<file path="src/rtl/mem_line_if.sv">
// Cache-fill handshake plus word-RAM read port for the line server.
// The slave modport is the server; the master modport is the cache and RAM side.
interface mem_line_if #(
    parameter int ADDR_W = 32
);
    logic              mem_r;
    logic [ADDR_W-1:0] mem_addr;
    logic              mem_ready;
    logic [127:0]      mem_data;
    logic              ram_rd;
    logic [ADDR_W-3:0] ram_addr;
    logic [31:0]       ram_rdata;
    logic              ram_ack;
    logic              busy;

    modport master (
        output mem_r, mem_addr, ram_rdata, ram_ack,
        input  mem_ready, mem_data, ram_rd, ram_addr, busy
    );

    modport slave (
        input  mem_r, mem_addr, ram_rdata, ram_ack,
        output mem_ready, mem_data, ram_rd, ram_addr, busy
    );
endinterface

</file>
<file path="src/rtl/mem_line_server.sv">
// Instruction-cache line-fill responder: reads four words of a line from a word RAM,
// assembles a 128-bit line and returns it with a one-cycle ready pulse.
//
// state | meaning
// IDLE  | waiting for mem_r; latches the line address
// LAT   | access-latency countdown before the first read
// FETCH | one-cycle RAM read strobe for word k
// WAIT  | waiting for ram_ack of word k
// DONE  | mem_ready pulse, line valid on mem_data
// REARM | waiting for mem_r to drop before accepting a new fill
module mem_line_server #(
    parameter int ACCESS_LAT = 0,
    parameter int ADDR_W     = 32
) (
    input  logic       clk,
    input  logic       rst,
    mem_line_if.slave  bus
);
    localparam logic [2:0] S_IDLE  = 3'd0;
    localparam logic [2:0] S_LAT   = 3'd1;
    localparam logic [2:0] S_FETCH = 3'd2;
    localparam logic [2:0] S_WAIT  = 3'd3;
    localparam logic [2:0] S_DONE  = 3'd4;
    localparam logic [2:0] S_REARM = 3'd5;

    localparam logic [3:0] LAT_INIT = 4'(ACCESS_LAT);

    logic [2:0]        state_q, state_d;
    logic [ADDR_W-5:0] line_q, line_d;
    logic [1:0]        k_q, k_d;
    logic [3:0]        cnt_q, cnt_d;
    logic [127:0]      data_q, data_d;

    // Byte-within-line bits carry no meaning for a line fill.
    logic unused_addr_lsb;
    assign unused_addr_lsb = ^bus.mem_addr[3:0];

    always_comb begin
        state_d = state_q;
        line_d  = line_q;
        k_d     = k_q;
        cnt_d   = cnt_q;
        data_d  = data_q;
        case (state_q)
            S_IDLE: begin
                if (bus.mem_r) begin
                    line_d = bus.mem_addr[ADDR_W-1:4];
                    k_d    = 2'd0;
                    if (ACCESS_LAT > 0) begin
                        cnt_d   = LAT_INIT;
                        state_d = S_LAT;
                    end else begin
                        state_d = S_FETCH;
                    end
                end
            end
            S_LAT: begin
                cnt_d = cnt_q - 4'd1;
                if (!bus.mem_r) begin
                    state_d = S_IDLE;
                end else if (cnt_q == 4'd1) begin
                    state_d = S_FETCH;
                end
            end
            S_FETCH: state_d = S_WAIT;
            S_WAIT: begin
                // The outstanding read always completes before an abort takes effect.
                if (bus.ram_ack) begin
                    data_d[{k_q, 5'b00000} +: 32] = bus.ram_rdata;
                    if (!bus.mem_r) begin
                        state_d = S_IDLE;
                    end else if (k_q == 2'd3) begin
                        state_d = S_DONE;
                    end else begin
                        k_d     = k_q + 2'd1;
                        state_d = S_FETCH;
                    end
                end
            end
            S_DONE:  state_d = S_REARM;
            S_REARM: begin
                if (!bus.mem_r) begin
                    state_d = S_IDLE;
                end
            end
            default: state_d = S_IDLE;
        endcase
    end

    always_ff @(posedge clk or posedge rst) begin
        if (rst) begin
            state_q <= S_IDLE;
            line_q  <= '0;
            k_q     <= 2'd0;
            cnt_q   <= 4'd0;
            data_q  <= '0;
        end else begin
            state_q <= state_d;
            line_q  <= line_d;
            k_q     <= k_d;
            cnt_q   <= cnt_d;
            data_q  <= data_d;
        end
    end

    assign bus.mem_ready = (state_q == S_DONE);
    assign bus.ram_rd    = (state_q == S_FETCH);
    assign bus.busy      = (state_q != S_IDLE);
    assign bus.ram_addr  = {line_q, k_q};
    assign bus.mem_data  = data_q;
endmodule
</file>
<file path="src/flat_wrapper.sv">
// flat-port wrapper written by rule: the top's interface ports become plain ports
module mem_line_server_flat 
#(
    parameter int ACCESS_LAT = 0,
    parameter int ADDR_W     = 32
)
  (clk, rst, bus_mem_r, bus_mem_addr, bus_ram_rdata, bus_ram_ack, bus_mem_ready, bus_mem_data, bus_ram_rd, bus_ram_addr, bus_busy);
  mem_line_if #(.ADDR_W(ADDR_W)) bus_i ();
  input  logic clk;
  input  logic rst;
  input wire logic [$bits(bus_i.mem_r)-1:0] bus_mem_r;
  input wire logic [$bits(bus_i.mem_addr)-1:0] bus_mem_addr;
  input wire logic [$bits(bus_i.ram_rdata)-1:0] bus_ram_rdata;
  input wire logic [$bits(bus_i.ram_ack)-1:0] bus_ram_ack;
  output wire logic [$bits(bus_i.mem_ready)-1:0] bus_mem_ready;
  output wire logic [$bits(bus_i.mem_data)-1:0] bus_mem_data;
  output wire logic [$bits(bus_i.ram_rd)-1:0] bus_ram_rd;
  output wire logic [$bits(bus_i.ram_addr)-1:0] bus_ram_addr;
  output wire logic [$bits(bus_i.busy)-1:0] bus_busy;
  assign bus_i.mem_r = bus_mem_r;
  assign bus_i.mem_addr = bus_mem_addr;
  assign bus_i.ram_rdata = bus_ram_rdata;
  assign bus_i.ram_ack = bus_ram_ack;
  assign bus_mem_ready = bus_i.mem_ready;
  assign bus_mem_data = bus_i.mem_data;
  assign bus_ram_rd = bus_i.ram_rd;
  assign bus_ram_addr = bus_i.ram_addr;
  assign bus_busy = bus_i.busy;
  mem_line_server #(.ACCESS_LAT(ACCESS_LAT), .ADDR_W(ADDR_W)) u_core (.clk(clk), .rst(rst), .bus(bus_i));
endmodule
</file>
<file path="config.mk">
export PLATFORM = sky130hd
export DESIGN_NAME = mem_line_server_flat
export DESIGN_NICKNAME = d
export VERILOG_FILES = /design/src/rtl/mem_line_if.sv /design/src/rtl/mem_line_server.sv /design/src/flat_wrapper.sv
export SDC_FILE = /design/constraint.sdc
export NUM_CORES = 1
export LEC_CHECK = 0
export ABC_AREA = 0
export CAP_MARGIN = 40
export CORE_AREA = 3 3 122 124
export DETAILED_ROUTE_END_ITERATION = 16
export DIE_AREA = 0 0 125 127
export PLACE_DENSITY_LB_ADDON = 0.12
export SYNTH_ARGS = -nofsm -noshare
export SYNTH_HDL_FRONTEND = slang
export SYNTH_SLANG_ARGS = --single-unit
</file>
<file path="constraint.sdc">
create_clock -name clk -period 13.75 [get_ports clk]
set_input_delay 4.125 -clock clk [delete_from_list [all_inputs] [get_ports clk]]
set_output_delay 4.125 -clock clk [all_outputs]
set_load 0.005 [all_outputs]
</file>
==> metrics.md, run 1 <==
| Metric | Value |
|---|---|
| Number of design-rule violations left by the first detailed-router iteration | approximately 360 |
| Cell with the largest stage delay on the worst path | clkdlybuf4s50_1 |
| Final ANT Viol Nets | 0 |
| RSZ-0062 raised after global routing | false |
| Fraction of power consumed by combinational cells | a little over a third |
| Critical register-to-register path endpoint | u_core.bus.mem_data[69]$_DFFE_PP0P_ |
| Worst EP required | between 9 and 10 ns |
| Overall power consumption | around 0.0018 W |
| Worst Setup Start Kind | register |
| FF+latch count, synth | 165 |
| Count of antenna diodes in the layout | 0 |
| Reg2reg start | u_core.k_q[0]$_DFFE_PP0P_ |
| CTS Hold Buffers Added | 0 |
| Reg power frac | just under 40% |
| Crit path largest cell delay | 0.54 ns |
| Worst Hold Endpoint | u_core.bus.mem_data[10]$_DFFE_PP0P_ |
| Post-layout nets | ~970 |
| Commonest cells in the netlist | nand2_1, dfrtp_1, o21ai_0 |
| Ratio of final minimum period to clock period | 43.2% |
| Run status | completed |
| Worst-path fanout max | 11 |
| Endpoint type of the worst setup path | output pin |
| Final setup fails | 0 |
| Count of standard-cell rows | 43 |
| Dominant cell type by area after synthesis | dfrtp_1 |
| Total Neg Setup Slack | 0 ns |
| Tot GR Track Use | a little under a quarter |
| Maximum number of pins on one net before global-route repair | 90 |
| Most used DFF post-synth | dfrtp_1 |
| WP data arrival | 1.81 ns |
| Post-synthesis average cell area | ~10 um2 |
| Number of flops mapped to enable cells by yosys | 0 |
| HP Start | u_core.bus.mem_data[10]$_DFFE_PP0P_ |
| Die Span X | around 130 um |
| CP Cell Sequence | nand2b_1 > nor2_1 > clkdlybuf4s50_1 |
| Area occupied by multi-input gates | approximately 2400 um2 |
| Post-route minimum period | between 5 and 6 ns |
| Floorplan die area | about 16000 um2 |
| Clock Path Buffers | 2 |
| Maximum resistive drop on vdd | ~110 uV |
| Vias in the first global route | 5486 |
| Largest cells by area after synthesis | dfrtp_1, nand2_1, o21ai_0, mux2_4, buf_2 |
| Worst setup path class | reg -> out |
| Internal power | 0.00129 W |
| Static leakage | around 4.1 nW |
| Cells on worst reg2reg path | 7 |
| Ratio of total power to cell area | ~190 nW/um2 |
| Share of total power consumed by net switching | a little under a third |
| Clock tree from TritonCTS | done |
| Root Driver | clkbuf_16 |
| Clock skew | slightly below 0.006 ns |
| Switch Pwr | about 0.00055 W |
| Clock-pin slew on the worst setup and hold paths | ~0.060 ns |
| Sinks on the clock net | about 170 |
| Remaining design rule violation count | 0 |
| Clock buffer count from CTS | 17 |
| # resized after CTS | 0 |
| Wirelength per Cell | approximately 17 um |
| Part of the Yosys area used for sequential elements | 60.7% |
| Detailed-placement wirelength estimate | around 13000 um |
| Warnings, synthesis | 0 |
| Post-CTS Setup Inserts | 0 |
| Number of port buffers | between 200 and 250 |
| I/O Pins | roughly 230 |
| Final hold violation count | 0 |
| Final-layout fill cell count | just over 1000 |
| Layout cells sized above 1 | around 9% |
| Starting density of the core | ~49% |
| Max transition margin | a little under half |
| Hold path cells | 2 |
| Async set or reset register ratio after synthesis | 100% |
| Skew-Pair Late Insertion Delay | between 0.4 and 0.5 ns |
| Routed Wire Length | roughly 18000 um |
| Global-route wire length before repair | roughly 29000 um |
| Area used by sequential logic in the layout | slightly above 4000 um2 |
| Antenna violations before repair | 0 |
| Worst Max-Slew Pin Slew | ~0.8 ns |
| Post-Synthesis Net Count | between 700 and 800 |
| Layout area overhead | 44.1% |
| Count of H-tree levels built during CTS | 4 |
| Max_cap viols | 0 |
| Max frequency | about 0.17 GHz |
| Overflow after GRT | 0 |
| Unique cell type count in the Yosys netlist | 37 |
| Portion of synthesized cell area occupied by the leading cell type | roughly 61% |
| Final weighted congestion in routability-driven placement | 0.831 |
| Vias per Instance | 5.07 |
| Final Slew Violations | 0 |
| Register-to-register setup slack | 11.32 ns |
| Synthesized area | 6800 um2 |
| Most frequent cell after synthesis | nand2_1 |
| Die extent in y | about 130 um |
| Clk pwr share | between 20% and 30% |
| Worst hold path class | reg -> reg |
| First-pass detailed-route iteration total | 4 |
| Total number of vias | roughly 5500 |
| Core Footprint | 13900 um2 |
| Cell count after synthesis | between 600 and 700 |
[power groups by stage]
stage / sequential [W] / combinational [W] / clock [W]
floorplan: 0.000719 / 0.000291 / 0
CTS: 0.000715 / 0.000675 / 0.000471
finish: 0.000715 / 0.000663 / 0.000464
detailed placement: 0.000724 / 0.000669 / 0
global route: 0.000734 / 0.000721 / 0.000496
global placement: 0.000715 / 0.000641 / 0
[area by class of cell]
type	instances	area share (%)
clock buffer	20	4.66
clock inverter	12	1.33
inverter	6	0.281
multi-input combinational	466	24.6
sequential	165	42.1
tap	180	2.30
timing repair buffer	235	24.7
[routing by layer]
layer | up-vias | GRT usage [%] | wire, um
li1 | 2645 | - | -
met1 | 2637 | 28.9 | 7500
met2 | 191 | 40.3 | 9340
met3 | 18 | 5.23 | 1090
met4 | 0 | 7.65 | 304
met5 | - | 0 | 0
[flip-flops by register name, summed over array words and instances (netlist names)]
signal               cells
u_core.cnt_q             4
u_core.k_q               2
u_core.state_q           3
u_core.line_q           28
u_core.bus.mem_data    128
[kinds of logic (layout without fill, tap and decap cells)]
family	count (synthesis)	after routing	synth area share [%]
XOR/XNOR	3	3	0.386
buffers and inverters	50	273	4.10
multiplexers	29	29	5.89
flip-flops	165	165	60.7
AND/OR/NAND/NOR	290	290	17.3
adder cells (fa/ha/maj)	7	7	1.29
AO/OA/AOI/OAI	137	137	10.3
[placed cells by master, fill, tap and decap left out, types with 2 or more instances in the layout]
master,Yosys,final
nor2_1,2,2
nand2_2,4,4
clkbuf_8,0,2
a21oi_1,2,2
mux2_2,8,8
dfrtp_1,165,165
and3_1,2,2
o21ai_1,19,19
or3_1,2,2
buf_12,3,3
mux2_4,20,20
nor3_4,0,3
clkinvlp_4,0,5
ha_1,7,7
nor3b_1,2,2
nor3_1,2,2
clkdlybuf4s50_1,0,224
clkinv_2,0,3
o21ai_0,110,110
clkbuf_16,0,17
buf_4,0,5
bufinv_16,0,2
buf_16,0,3
inv_1,5,4
o31ai_1,3,3
clkinv_4,0,2
xnor2_1,3,3
nand2_1,264,264
[worst max path at each step]
stage                             startpoint                                  end  slack (ns)  cells past startpoint
2_1_floorplan                            rst   u_core.bus.mem_data[0]$_DFFE_PP0P_        5.16                      1
4_1_cts        u_core.state_q[0]$_DFFE_PP0P_                        bus_mem_ready        7.80                      3
6_report       u_core.state_q[0]$_DFFE_PP0P_                        bus_mem_ready        7.82                      3
5_1_grt        u_core.state_q[2]$_DFFE_PP0P_                        bus_mem_ready        7.67                      3
3_5_place_dp                     bus_ram_ack  u_core.bus.mem_data[21]$_DFFE_PP0P_        7.73                      5
3_3_place_gp                       bus_mem_r        u_core.line_q[15]$_DFFE_PP0P_        7.41                      4
[metrics by stage]
stage               setup slack [ns]  hold slack [ns]  utilization [%]  instance area, um2  std cells
CTS                             7.80            0.483             70.6                9800       1084
finish                          7.82            0.480             70.6                9800       1084
floorplan                       5.16            0.446                -                6800        681
global placement                7.41            0.462             65.4                9070       1046
global route                    7.67            0.498             70.6                9800       1084
detailed placement              7.73            0.469             66.4                9220       1052
[critical path, delay by kind of cell (launching register included)]
family,cells,cell delay [ns]
AND/OR/NAND/NOR,2,0.39
flip-flops,1,0.48
buffers and inverters,1,0.54
Note: power is estimated with default switching activity, not from simulation.
==> inputs of run 2 (changes only) <==
--- a/config.mk
+++ b/config.mk
@@ -7,9 +7,9 @@
 export LEC_CHECK = 0
 export ABC_AREA = 0
 export CAP_MARGIN = 40
-export CORE_AREA = 3 3 122 124
+export CORE_AREA = 3 3 133 135
 export DETAILED_ROUTE_END_ITERATION = 16
-export DIE_AREA = 0 0 125 127
+export DIE_AREA = 0 0 136 138
 export PLACE_DENSITY_LB_ADDON = 0.12
 export SYNTH_ARGS = -nofsm -noshare
 export SYNTH_HDL_FRONTEND = slang
==> constraint.sdc (replaced) <==
create_clock -name clk -period 5.3 [get_ports clk]
set_input_delay 1.59 -clock clk [delete_from_list [all_inputs] [get_ports clk]]
set_output_delay 1.59 -clock clk [all_outputs]
set_load 0.005 [all_outputs]
==> metrics.md, run 2 (same netlist as run 1, synthesis figures left out) <==
| Metric | Value |
|---|---|
| Run status | completed |
| I/O Pins | 229 |
| Number of port buffers | approximately 220 |
| Cell with the largest stage delay on the worst path | clkdlybuf4s50_1 |
| Highest Signal Layer | met4 |
| Worst-path fanout max | 11 |
| # resized after CTS | 0 |
| Ratio of final minimum period to clock period | between 60% and 70% |
| Worst Setup Start Kind | register |
| Clock buffer count from CTS | 17 |
| Wirelength per Cell | 16.8 um |
| Number of design-rule violations left by the first detailed-router iteration | about 200 |
| Clock skew | 0.00763 ns |
| Most frequent standard cell in the layout excluding fill and tap cells | nand2_1 |
| Tightest hold margin | 0.477 ns |
| Static leakage | 4.16 nW |
| Final Slew Violations | 0 |
| Starting density of the core | 41.0% |
| Detailed-placement wirelength estimate | approximately 14000 um |
| Maximum resistive drop on vdd | ~240 uV |
| Antenna violations before repair | 2 |
| Clock-pin slew on the worst setup and hold paths | 0.06 ns |
| RSZ-0062 raised after global routing | false |
| Worst Max-Slew Pin Slew | 0.714 ns |
| Die extent in y | between 100 and 150 um |
| WP data arrival | around 1.8 ns |
| Floorplan die area | 18800 um2 |
| Ratio of total power to cell area | just under 500 nW/um2 |
| Clock tree from TritonCTS | done |
| Maximum number of pins on one net before global-route repair | between 60 and 70 |
| Worst setup path class | reg -> out |
| Total Neg Setup Slack | 0 ns |
| Routed metal-1 wire length | about 7800 um |
| Max FFs per register | between 100 and 150 |
| Final setup fails | 0 |
| Final ANT Viol Nets | 0 |
| Core Footprint | about 17000 um2 |
| Overflow after GRT | 0 |
| Tot GR Track Use | slightly above 20% |
| Vias per Instance | 4.85 |
| Remaining design rule violation count | 0 |
| Vias in the first global route | between 5000 and 6000 |
| Count of standard-cell rows | between 40 and 50 |
| Max transition margin | about 52% |
| Count of H-tree levels built during CTS | 4 |
| Post-CTS Setup Inserts | 0 |
| Met3 routed WL | 1180 um |
| Layout area overhead | 45.4% |
| Max_cap viols | 0 |
| Clock Path Buffers | 2 |
| Global-route wire length before repair | just over 30000 um |
| CTS Hold Buffers Added | 0 |
| Critical path's top delay family | buffers and inverters |
| Root Driver | clkbuf_16 |
| CP Cell Sequence | nand2b_1 > nor2_1 > clkdlybuf4s50_1 |
| Max frequency | just under 0.3 GHz |
| Total number of vias | roughly 5500 |
| Crit path largest cell delay | between 0.5 and 0.6 ns |
| Die Span X | ~140 um |
| Final weighted congestion in routability-driven placement | slightly below 0.8 |
| Layout cells sized above 1 | approximately 9.0% |
| Skew-Pair Late Insertion Delay | around 0.42 ns |
| Post-layout nets | 967 |
| Buf+Inv Stages, Crit Path | 1 |
| Worst EP required | 3.71 ns |
| Met2 routed wirelength | slightly below 10000 um |
| Leading cell types in the layout, fill and taps excluded | nand2_1, clkdlybuf4s50_1, dfrtp_1 |
| First-pass detailed-route iteration total | 4 |
| Worst hold path class | reg -> reg |
| Routed Wire Length | 19000 um |
| Post-route minimum period | 3.39 ns |
| Endpoint type of the worst setup path | output pin |
| Sinks on the clock net | roughly 170 |
| Final hold violation count | 0 |
[run 2: cell count changes in the layout (fill, tap and decap cells not counted)]
| cell | previous run | this run |
|---|---|---|
| buf_12 | 3 | 5 |
| buf_16 | 3 | 2 |
| bufinv_16 | 2 | 3 |
| clkbuf_1 | 1 | 2 |
| clkinv_2 | 3 | 2 |
| clkinv_4 | 2 | 1 |
| clkinvlp_4 | 5 | 4 |
| diode_2 | 0 | 2 |
| inv_6 | 1 | 2 |
[run 2: where the power goes]
part	switching [W]	total (W)	internal [W]
registers	0.000226	0.00185	0.00163
clock network	0.000501	0.00127	0.000769
logic	0.000730	0.00172	0.000989
[run 2: worst paths after layout]
check	endpoint	depth (start not counted)	slack, ns	start
worst max-delay path	bus_mem_ready	3	1.91	u_core.state_q[0]$_DFFE_PP0P_
worst min-delay path	u_core.bus.mem_data[29]$_DFFE_PP0P_	2	0.48	u_core.bus.mem_data[29]$_DFFE_PP0P_
worst max register to register	u_core.bus.mem_data[56]$_DFFE_PP0P_	7	2.80	u_core.k_q[0]$_DFFE_PP0P_
worst min register to register	u_core.bus.mem_data[29]$_DFFE_PP0P_	2	0.48	u_core.bus.mem_data[29]$_DFFE_PP0P_
max in group asynchronous	u_core.bus.mem_data[81]$_DFFE_PP0P_	4	2.82	rst
min in group asynchronous	u_core.line_q[21]$_DFFE_PP0P_	2	1.58	rst
[run 2: final cells by class]
cell class,count,area (um2)
Tap cell,220,275
Fill cell,1403,6690
Multi-Input combinational cell,466,2410
Sequential cell,165,4130
Timing Repair Buffer,236,2430
Clock inverter,11,149
Clock buffer,21,460
Antenna cell,2,5.00
Inverter,6,26.3
[run 2: metal layers]
metal | vias to the layer above | track usage, %
met5 | - | 0
met4 | 0 | 6.74
met3 | 18 | 4.83
met2 | 163 | 34.9
met1 | 2639 | 25.4
li1 | 2648 | -
[run 2: worst register-to-register path: stages, from the launching register on]
cell and delay (ns):
dfrtp_1 0.51, inv_2 0.17, ha_1 0.37, inv_1 0.14
nor3_4 0.62, buf_4 0.38, nand2_1 0.08, o21ai_0 0.15
[run 2: stage by stage]
stage	util (%)	instances	instance area [um2]	power (W)	worst slack, ns
after floorplan	-	681	6810	0.00262	1.61
after global placement	55.3	1088	9160	0.00354	1.69
after detailed placement	55.9	1093	9280	0.00362	1.69
after CTS	59.6	1125	9890	0.00491	1.88
after global routing	59.6	1127	9890	0.00514	1.81
final	59.6	1127	9890	0.00484	1.91
